<file path="src/rtl/fpdiv.sv">
// Iterative 11-bit floating-point divider {sign, exp, frac}: one divide in flight, fixed 11-cycle latency.
// Define FPDIV_ROUND_EN for round-to-nearest-even; otherwise the quotient is truncated.
module fpdiv #(
  parameter int EXP_W = 4,
  parameter int MAN_W = 6,
  parameter int BIAS  = 7
) (
  input  logic                       clk,
  input  logic                       rst_n,
  input  logic                       in_ready,
  input  logic [EXP_W+MAN_W:0]       a,
  input  logic [EXP_W+MAN_W:0]       b,
  output logic [EXP_W+MAN_W:0]       quotient,
  output logic                       done,
  output logic                       busy,
  output logic                       ovf,
  output logic                       dz
);

  localparam int W  = 1 + EXP_W + MAN_W;
  localparam int MW = MAN_W + 1;          // mantissa including hidden bit
  localparam int QW = MAN_W + 3;          // integer bit + fraction + guard + one sticky bit
  localparam int EW = EXP_W + 2;
  localparam int CW = $clog2(QW + 1);

  typedef enum logic [1:0] {IDLE, DIV, NORM} state_t;

  state_t                state_r;
  logic [CW-1:0]         cnt_r;
  logic [W-1:0]          a_r;
  logic [W-1:0]          b_r;
  logic [MW:0]           rem_r;
  logic [QW-1:0]         q_r;
  logic signed [EW-1:0]  e_r;

  logic [MW-1:0]         mb_s;
  logic                  ge_s;
  logic [MW-1:0]         diff_s;
  logic                  sign_s;
  logic [MAN_W-1:0]      frac_s;
  logic signed [EW-1:0]  e_n_s;
  logic [W-1:0]          res_s;
  logic                  ovf_s;
  logic                  dz_s;
`ifdef FPDIV_ROUND_EN
  logic                  guard_s;
  logic                  sticky_s;
  logic                  carry_s;
`endif

  // One restoring-division step plus normalize/round/exception handling of the finished quotient.
  always_comb begin
    mb_s   = {1'b1, b_r[MAN_W-1:0]};
    ge_s   = (rem_r >= {1'b0, mb_s});
    diff_s = ge_s ? MW'(rem_r - {1'b0, mb_s}) : rem_r[MW-1:0];
    sign_s = a_r[W-1] ^ b_r[W-1];
    ovf_s  = 1'b0;
    dz_s   = 1'b0;
    if (q_r[QW-1]) begin
      frac_s = q_r[QW-2 -: MAN_W];
      e_n_s  = e_r;
    end else begin
      frac_s = q_r[QW-3 -: MAN_W];
      e_n_s  = e_r - EW'(1);
    end
`ifdef FPDIV_ROUND_EN
    guard_s  = q_r[QW-1] ? q_r[1] : q_r[0];
    sticky_s = (q_r[QW-1] & q_r[0]) | (|rem_r);
    {carry_s, frac_s} = {1'b0, frac_s} + (MAN_W+1)'(guard_s & (sticky_s | frac_s[0]));
    if (carry_s) begin
      e_n_s = e_n_s + EW'(1);
    end else begin
      e_n_s = e_n_s;
    end
`endif
    res_s = {sign_s, e_n_s[EXP_W-1:0], frac_s};
    if (b_r[W-2 -: EXP_W] == {EXP_W{1'b0}}) begin
      res_s = {sign_s, {(W-1){1'b1}}};
      dz_s  = 1'b1;
    end else if (a_r[W-2 -: EXP_W] == {EXP_W{1'b0}}) begin
      res_s = {sign_s, {(W-1){1'b0}}};
    end else if (e_n_s > $signed(EW'((1 << EXP_W) - 1))) begin
      res_s = {sign_s, {(W-1){1'b1}}};
      ovf_s = 1'b1;
    end else if (e_n_s < $signed(EW'(1))) begin
      res_s = {sign_s, {(W-1){1'b0}}};
    end else begin
      res_s = res_s;
    end
  end

  // Control FSM: capture, setup + one quotient bit per cycle, then register the result.
  always_ff @(posedge clk or negedge rst_n) begin
    if (!rst_n) begin
      state_r  <= IDLE;
      cnt_r    <= {CW{1'b0}};
      a_r      <= {W{1'b0}};
      b_r      <= {W{1'b0}};
      rem_r    <= {(MW+1){1'b0}};
      q_r      <= {QW{1'b0}};
      e_r      <= {EW{1'b0}};
      quotient <= {W{1'b0}};
      done     <= 1'b0;
      busy     <= 1'b0;
      ovf      <= 1'b0;
      dz       <= 1'b0;
    end else begin
      done <= 1'b0;
      case (state_r)
        IDLE: begin
          if (in_ready) begin
            a_r     <= a;
            b_r     <= b;
            cnt_r   <= {CW{1'b0}};
            busy    <= 1'b1;
            state_r <= DIV;
          end
        end
        DIV: begin
          // Count 0 loads the dividend and exponent; counts 1..QW each retire one quotient bit.
          if (cnt_r == {CW{1'b0}}) begin
            rem_r <= {1'b0, 1'b1, a_r[MAN_W-1:0]};
            q_r   <= {QW{1'b0}};
            e_r   <= EW'({2'b00, a_r[W-2 -: EXP_W]}) - EW'({2'b00, b_r[W-2 -: EXP_W]}) + EW'(BIAS);
          end else begin
            rem_r <= {diff_s, 1'b0};
            q_r   <= {q_r[QW-2:0], ge_s};
          end
          if (cnt_r == CW'(QW)) begin
            state_r <= NORM;
          end
          cnt_r <= cnt_r + CW'(1);
        end
        NORM: begin
          quotient <= res_s;
          ovf      <= ovf_s;
          dz       <= dz_s;
          done     <= 1'b1;
          busy     <= 1'b0;
          state_r  <= IDLE;
        end
        default: state_r <= IDLE;
      endcase
    end
  end

endmodule
</file>
<file path="config.mk">
export PLATFORM = sky130hd
export DESIGN_NAME = fpdiv
export DESIGN_NICKNAME = d
export VERILOG_FILES = /design/src/rtl/fpdiv.sv
export SDC_FILE = /design/constraint.sdc
export NUM_CORES = 1
export LEC_CHECK = 0
export ABC_CLOCK_PERIOD_IN_PS = 2050
export CAP_MARGIN = 40
export CORE_ASPECT_RATIO = 1.25
export CORE_MARGIN = 2
export CORE_UTILIZATION = 45
export DETAILED_ROUTE_END_ITERATION = 10
export PLACE_DENSITY = 0.76
export SLEW_MARGIN = 10
export SYNTH_ARGS = -nofsm -noshare
export SYNTH_HDL_FRONTEND = slang
export SYNTH_SLANG_ARGS = --single-unit
</file>
<file path="constraint.sdc">
create_clock -name clk -period 2.05 [get_ports clk]
set_input_delay 0.41 -clock clk [delete_from_list [all_inputs] [get_ports clk]]
set_output_delay 0.41 -clock clk [all_outputs]
set_load 0.005 [all_outputs]
</file>
==> results.md, run 1 <==
- The via count of the first global-routing pass is 2674.
- In this run the critical register-to-register path is captured at quotient[0]$_DFFE_PN0P_.
- By count the netlist is led by sky130_fd_sc_hd__dfrtp_1, sky130_fd_sc_hd__nand2_1, sky130_fd_sc_hd__o21ai_0.
- The synthesized design spends more area on one cell type than any other, namely sky130_fd_sc_hd__dfrtp_1.
- The power density relative to cell area is 1870 nW/um2.
- The area growth from synthesis to final layout is 31.1%.
- Row generation in the floorplan step produced 35 rows.
- The count of input and output buffers is 39.
- The worst-case IR drop observed on VDD is 0.933 mV.
- In this run the mean area of a mapped cell was 10.2 um2.
- Across every metal layer, demand over resource in global routing totals 19.7%.
- The cell with the most instances after synthesis is sky130_fd_sc_hd__dfrtp_1.
- For the pin with the worst max-slew slack, the measured transition is 505 ps.
- The flow ran to the end, but the final reports show violations.
- The leakage power is 1.92 nW.
- The core area is 7310 um2.
- The cell count of the worst reg-to-reg path is 7.
- For the worst setup path, the data arrival time is 2320 ps.
- The hold violation total from the final report is 0.
- The remaining antenna violation count after routing is 0.
- For the worst setup path, the data required time is 2280 ps.
- The first-pass GRT wire length is 12200 um.
- During synthesis, Yosys emitted a total of 0 warnings.
- In this run, the combinational gates consume 56.8% of the power.
- For this run, the detailed router's first-pass iteration total came to 4.
- The clock tree skew after final layout is 7.30 ps.
- The worst hold-check slack is 53.6 ps.
- The synthesized cell area is 3370 um2.
- Summed over all layers, the routed wires come to 7590 um.
- The boundary pin count is 40.
- Sequential cells were found to cover 49.0% of the synthesized design area.
- The count of H-tree levels built during CTS is 3.
- The area enclosed by the die boundary is 8210 um2.
- The distinct cell type count of the synthesized netlist is 47.
- The async set-or-reset flop fraction in the synthesized netlist is 100%.
- The maximum number of buffers from clock root to sink is 2.
- Clock latency on the worst-skew pair, taken at its later pin, is 350 ps.
- The period utilization is 102%.
- The number of synthesized flops with an enable pin is 0.
- In this run the worst hold path is classified as in2async.
- The gate count of the mapped netlist is 329.
- The antenna diode count is 0.
- The kind of critical path is reg2reg.
- The max-slew violation total from the final report is 0.
- By area the synthesized netlist is led by sky130_fd_sc_hd__dfrtp_1, sky130_fd_sc_hd__ha_1, sky130_fd_sc_hd__o21ai_0.
- Buffers inserted to repair hold after CTS numbered 0.
- The TritonCTS clock tree is yes.
- The die is 101 um tall.
- The switching portion of total power is 39.6%.
- The routed layout has 2702 vias.
- Across all setup checks in the final design, the least slack found is -44.7 ps.
- The shortest period the worst path allows is 2090 ps.
- The source of the worst register-to-register timing path is e_r[0]$_DFFE_PN0P_.
- Summed over all layers, the global routing overflow is 0.
- The cell-internal power is 4.99 mW.
- The worst slew margin relative to its limit is 66.2%.
- The HPWL after detailed placement is 4980 um.
- In the routed design, unresolved DRC markers number 0.
- Clock tree synthesis inserted a total of 9 buffers.
- The fmax is 477 MHz.
- Once layout is done, the placed cells without fillers occupy 4420 um2.
- Fill cells in the final layout number 577.
- In the synthesized netlist the dominant register cell turns out to be sky130_fd_sc_hd__dfrtp_1.
- The share of layout cells above drive strength 1 is 23.0%.
- The post-CTS clock slew at the launch and capture registers of the worst setup and hold paths is 70 ps.
- The switching component of the power is 3.28 mW.
- The die is 81.4 um wide.
- The post-layout total power is 8.27 mW.
- The post-layout net count is 441.
- The final reports fail on setup timing.
- The clock network power share is 13.7%.
- The detailed-route vias per instance is 5.45.
- Clock tree synthesis found a total of 66 sinks.
- The wire length per cell after detailed routing is 15.3 um.
- Across the run, the number of max-cap violations was 0.
- The synthesis-stage register bit count is 66.
- The startpoint type of the worst setup path is a flip-flop.
- The internal reg-to-reg setup slack is -40 ps.
- The starting density of the core is 46.1%.
- Before CTS, the worst setup slack after placement is -86.2 ps.
- The number of nets produced by synthesis is 371.
- Clock tree synthesis selected as its root buffer the cell sky130_fd_sc_hd__clkbuf_8.
- The number of setup violations in the final report is 12.
- The congestion estimate from routability-driven global placement came to 0.841.
- The worst-path maximum fanout is 7.
- The instance area at placement is 3990 um2.
- Entering global routing, the biggest net connects 67 pins.
- After the first detailed-routing iteration, the DRC count stood at 176.
- The category of the worst setup path capture point is a flip-flop.
- The sequential share of power is 29.5%.
- Setup repair after global routing could not meet its margin everywhere.
- The final design utilization is 60.5%.
- The area share of the leading cell type in the synthesized netlist is 49.0%.
- The initial antenna violation count is 0.
-- sequential cells by signal, summed over array words and instances (netlist names) --
signal	count
busy	1
ovf	1
state_r	2
dz	1
e_r	6
quotient	11
q_r	9
cnt_r	4
b_r	11
a_r	11
done	1
rem_r	8
-- worst max-delay path by stage --
stage | slack (ps) | cells after the start | end | startpoint
after floorplan | 10 | 8 | rem_r[1]$_DFFE_PN0P_ | b_r[0]$_DFFE_PN0P_
after global placement | -20 | 8 | rem_r[1]$_DFFE_PN0P_ | b_r[0]$_DFFE_PN0P_
after detailed placement | -90 | 8 | quotient[3]$_DFFE_PN0P_ | e_r[1]$_DFFE_PN0P_
after CTS | -10 | 9 | rem_r[2]$_DFFE_PN0P_ | rem_r[0]$_DFFE_PN0P_
after global routing | -150 | 7 | quotient[4]$_DFFE_PN0P_ | e_r[0]$_DFFE_PN0P_
final | -40 | 7 | quotient[0]$_DFFE_PN0P_ | e_r[0]$_DFFE_PN0P_
-- placed cells by master (no fill, tap or decap), drive strengths merged, types with 3 or more instances in the layout --
master	Yosys	final
nor2	18	18
xnor2	9	9
a21oi	15	15
mux2	14	14
mux2i	11	11
and2	3	3
ha	15	15
nor2b	4	4
nand2	40	40
xor2	4	4
o211ai	9	9
inv	25	25
a22oi	4	4
nor3	5	5
dfrtp	66	66
clkdlybuf4s50	0	38
clkinv	0	3
o21ai	37	37
buf	5	31
nor3b	3	3
clkbuf	5	11
a22o	8	8
-- what timing repair did --
action,4_1_cts,5_1_grt
pin swaps,4,17
cloned,0,0
setup buffers,4,8
setup endpoints to repair,13,21
gates resized for setup,4,33
-- metrics by stage --
step                      instances  TNS, ps
after floorplan                 329        0
after global placement          468    -17.6
after detailed placement        468     -757
after CTS                       488    -25.2
after global routing            496    -1610
final                           496     -419
-- power by group through the flow --
| stage | sequential [mW] | clock, mW | combinational (mW) |
|---|---|---|---|
| finish | 2.44 | 1.13 | 4.70 |
| global route | 2.52 | 1.21 | 5.18 |
| CTS | 2.41 | 1.15 | 4.07 |
| detailed placement | 2.43 | 0 | 3.92 |
| global placement | 2.39 | 0 | 3.77 |
| floorplan | 2.29 | 0 | 2.79 |
-- metal layers --
layer | up-vias | GRT usage, % | share of wire (%)
li1 | 1292 | - | -
met1 | 1316 | 22.5 | 40
met2 | 74 | 35.1 | 53
met3 | 20 | 3.05 | 3.8
met4 | 0 | 9.52 | 2.8
met5 | - | 0 | 0
-- critical path, cell delays in order (launching register included) --
cell and delay (ps):
sky130_fd_sc_hd__dfrtp_1 400, sky130_fd_sc_hd__buf_4 140, sky130_fd_sc_hd__or4_4 570, sky130_fd_sc_hd__a311oi_4 370
sky130_fd_sc_hd__o21ai_1 130, sky130_fd_sc_hd__o211ai_1 100, sky130_fd_sc_hd__buf_4 170, sky130_fd_sc_hd__o211ai_1 90
-- cells by family (layout without fill, tap and decap cells) --
logic type,count (synthesis),count (layout),share of synthesized area [%]
buffers and inverters,35,110,4.08
DFF,66,66,49.0
xor gates and xnor gates,13,13,3.38
AOI/OAI and AO/OA,87,87,16.6
and+or+nand+nor,86,86,12.3
muxes,25,25,7.94
adders and majority gates,17,17,6.75
-- layout make-up --
cell class / count / area [um2] / area share, %
Timing Repair Buffer: 69 / 639 / 14.5
Inverter: 25 / 93.8 / 2.12
Clock inverter: 5 / 52.6 / 1.19
Clock buffer: 11 / 151 / 3.42
Tap cell: 92 / 115 / 2.60
Multi-Input combinational cell: 228 / 1720 / 38.9
Sequential cell: 66 / 1650 / 37.4
Power figures use the tool's default switching activity.
==> run 2, diff against run 1 <==
Settings changed: RECOVER_POWER set to 50.
==> run 2 against run 1 <==
  * The run ends with capacitance limit, slew limit, setup timing left
  * Final area is 0.34% lower
  * Clock-buffer cell count stayed put
  * Setup slack hardly changed
  * First-iteration DRC count stayed put
  * Register-to-register slack hardly changed
  * Via count stayed put
  * Clock skew hardly changed
  * Die area stayed put
  * Global-route usage stayed put
  * Sequential cell count stayed put
  * Critical endpoint unchanged
  * Largest cell class unchanged
  * Largest power group unchanged
==> results.md, run 2 (synthesis gave the netlist of run 1 again) <==
- Run status: complete, but fails checks (unchanged).
- Violated checks: capacitance limit, slew limit, setup timing (was setup timing).
- The leading cell type in the layout, fill and taps excluded is sky130_fd_sc_hd__dfrtp_1 (unchanged).
- The sum of negative setup slack is -419 ps (about the same).
- Biggest regs: a_r x11, b_r x11, quotient x11 (unchanged).
- The worst-path maximum fanout is 7 (unchanged).
- The wire length per cell after detailed routing is 15.3 um (about the same).
- The total buffers and inverters traversed by the critical path is 2 (unchanged).
- The boundary pin count is 40 (unchanged).
- The initial antenna violation count was 0 (unchanged).
- The number of DRC violations after detailed-routing iteration 0 is 176 (unchanged).
- The peak ir drop on the vdd network is 0.933 mV (about the same).
- The slew of the pin with the lowest slew margin was 1580 ps (was 505 ps).
- The area growth from synthesis to final layout was 30.7% (was 31.1%).
- Top library cells by usage in the layout, fill and taps aside: sky130_fd_sc_hd__dfrtp_1, sky130_fd_sc_hd__nand2_1, sky130_fd_sc_hd__clkdlybuf4s50_1 (unchanged).
- The area enclosed by the die boundary came to 8210 um2 (unchanged).
- The largest net degree at the start of global routing came to 67 (unchanged).
- The count of vias placed by the detailed router is 2702 (unchanged).
- The worst hold-check slack is 481 ps (was 53.6 ps).
- The met2 usage came to 35.1% (unchanged).
- The category of the worst setup path capture point is a flip-flop (unchanged).
- The via count of the first global-routing pass is 2674 (unchanged).
- The critical path's largest stage delay is 570 ps (about the same).
- The startpoint type of the worst setup path is a flip-flop (unchanged).
- The number of violations of the max-capacitance limit was 1 (was 0).
- The count of H-tree levels built during CTS was 3 (unchanged).
- The remaining antenna violation count after routing is 0 (unchanged).
- The final design utilization is 60.3% (was 60.5%).
- The fmax is 477 MHz (unchanged).
- The width of the chip came to 81.4 um (unchanged).
- The met1 global-route usage is 22.5% (unchanged).
- The data required time of the critical path was 2280 ps (about the same).
- Setup repair after global routing missed its margin: yes (unchanged).
- The global-route met3 utilization is 3.05% (unchanged).
- The post-layout net count is 441 (unchanged).
- The placer's final routability congestion estimate came to 0.841 (unchanged).
- Chain of cells forming the critical path: buf_4 -> or4_4 -> a311oi_4 -> o21ai_1 -> o211ai_1 -> buf_4 -> o211ai_1 (unchanged).
- The starting density of the core is 46.1% (unchanged).
- The critical path's top delay family is compound AO/OA/AOI/OAI gates (unchanged).
- The power density relative to cell area is 1880 nW/um2 (was 1870 nW/um2).
- The clock buffer count from CTS was 9 (unchanged).
- The detailed placer's ending HPWL is 4980 um (unchanged).
- The number of iterations in the first detailed-routing pass is 4 (unchanged).
- The worst slew margin relative to its limit came to -5.11% (was 66.2%).
- The number of setup violations in the final report came to 12 (unchanged).
- The count of input and output buffers is 39 (unchanged).
- The arrival time of data at the critical path endpoint came to 2320 ps (about the same).
- The clock tree skew after final layout is 7.30 ps (about the same).
- The die height is 101 um (unchanged).
- The hold violation total from the final report is 0 (unchanged).
- The number of standard cells in the final layout excluding fillers is 496 (unchanged).
- The worst hold-check path type is reg2reg (was in2async).
- The global-route layer with the greatest usage was met2 (unchanged).
- The first-pass GRT wire length came to 12200 um (unchanged).
- The total global-route track usage was 19.7% (unchanged).
- The detailed-route DRC error count is 0 (unchanged).
- The antenna diode count is 0 (unchanged).
- The detailed-route vias per instance is 5.45 (unchanged).
- The floorplan row count is 35 (unchanged).
- The cell with the largest stage delay on the worst path is sky130_fd_sc_hd__or4_4 (unchanged).
- The kind of critical path is reg2reg (unchanged).
- The clock insertion delay at the later pin of the skew report came to 350 ps (about the same).
- The leakage power was 1.92 nW (about the same).
- The post-CTS clock slew at the launch and capture registers of the worst setup and hold paths is 70 ps (about the same).
- The max-slew violation total from the final report came to 67 (was 0).
- The final wirelength came to 7590 um (about the same).
- The post-layout total power was 8.26 mW (was 8.27 mW).
- The sink count of the clock tree came to 66 (unchanged).
- The total congestion overflow came to 0 (unchanged).
- The TritonCTS clock tree is yes (unchanged).
- The share of layout cells above drive strength 1 is 23.0% (unchanged).
- The number of cells after detailed placement is 468 (unchanged).
- The quantity of hold-fixing buffers added after cts is 0 (unchanged).
- The period utilization is 102% (about the same).
- The core area is 7310 um2 (unchanged).
- The maximum number of buffers from clock root to sink was 2 (unchanged).
- The shortest period the worst path allows is 2090 ps (about the same).
- The root buffer cell was sky130_fd_sc_hd__clkbuf_8 (unchanged).
- The final worst setup slack was -44.7 ps (about the same).
-- run 2: stage by stage --
stage                     worst slack [ps]  area [um2]
after global routing                  -147        4410
after detailed placement             -86.2        3990
final                                -44.7        4410
after global placement               -17.6        3990
after CTS                            -13.8        4250
after floorplan                       13.6        3370
-- run 2: final timing paths --
| path | startpoint | end | slack [ps] | depth (start not counted) |
|---|---|---|---|---|
| setup reg to reg | e_r[0]$_DFFE_PN0P_ | quotient[0]$_DFFE_PN0P_ | -40 | 7 |
| hold reg to reg | q_r[0]$_DFFE_PN0P_ | q_r[0]$_DFFE_PN0P_ | 480 | 2 |
| setup / recovery | e_r[0]$_DFFE_PN0P_ | quotient[0]$_DFFE_PN0P_ | -40 | 7 |
| min in group asynchronous | rst_n | quotient[7]$_DFFE_PN0P_ | 530 | 2 |
| max in group asynchronous | rst_n | a_r[4]$_DFFE_PN0P_ | 570 | 2 |
| hold / removal | q_r[0]$_DFFE_PN0P_ | q_r[0]$_DFFE_PN0P_ | 480 | 2 |
-- run 2: worst reg2reg max path, delay by kind of cell, from the launching register on --
| family | cells | cell delay [ps] |
|---|---|---|
| AOI/OAI and AO/OA | 4 | 700 |
| and+or+nand+nor | 1 | 570 |
| DFF | 1 | 400 |
| buffers and inverters | 2 | 310 |
-- run 2: final cells by class --
cell class	instances	area, um2
Clock buffer	11	151
Inverter	25	93.8
Clock inverter	5	52.6
Multi-Input combinational cell	228	1720
Sequential cell	66	1650
Timing Repair Buffer	69	624
Tap cell	92	115
Fill cell	579	2910
-- run 2: per-layer routing --
| metal | share of wire (%) | wire length [um] |
|---|---|---|
| met1 | 40 | 3050 |
| met2 | 53 | 4040 |
| met3 | 3.8 | 286 |
| met4 | 2.8 | 216 |
| met5 | 0 | 0 |
-- run 2: where the power goes --
| group | total [mW] | internal, mW | leakage, nW | switching (mW) |
|---|---|---|---|---|
| clock | 1.13 | 0.621 | 0.105 | 0.511 |
| sequential | 2.44 | 1.92 | 0.815 | 0.520 |
| combinational | 4.69 | 2.45 | 0.999 | 2.25 |
-- run 2: repair_timing --
item | in CTS | in global routing
gates resized for setup | 4 | 33
setup endpoints to repair | 13 | 21
pin swaps | 4 | 17
setup buffers | 4 | 8
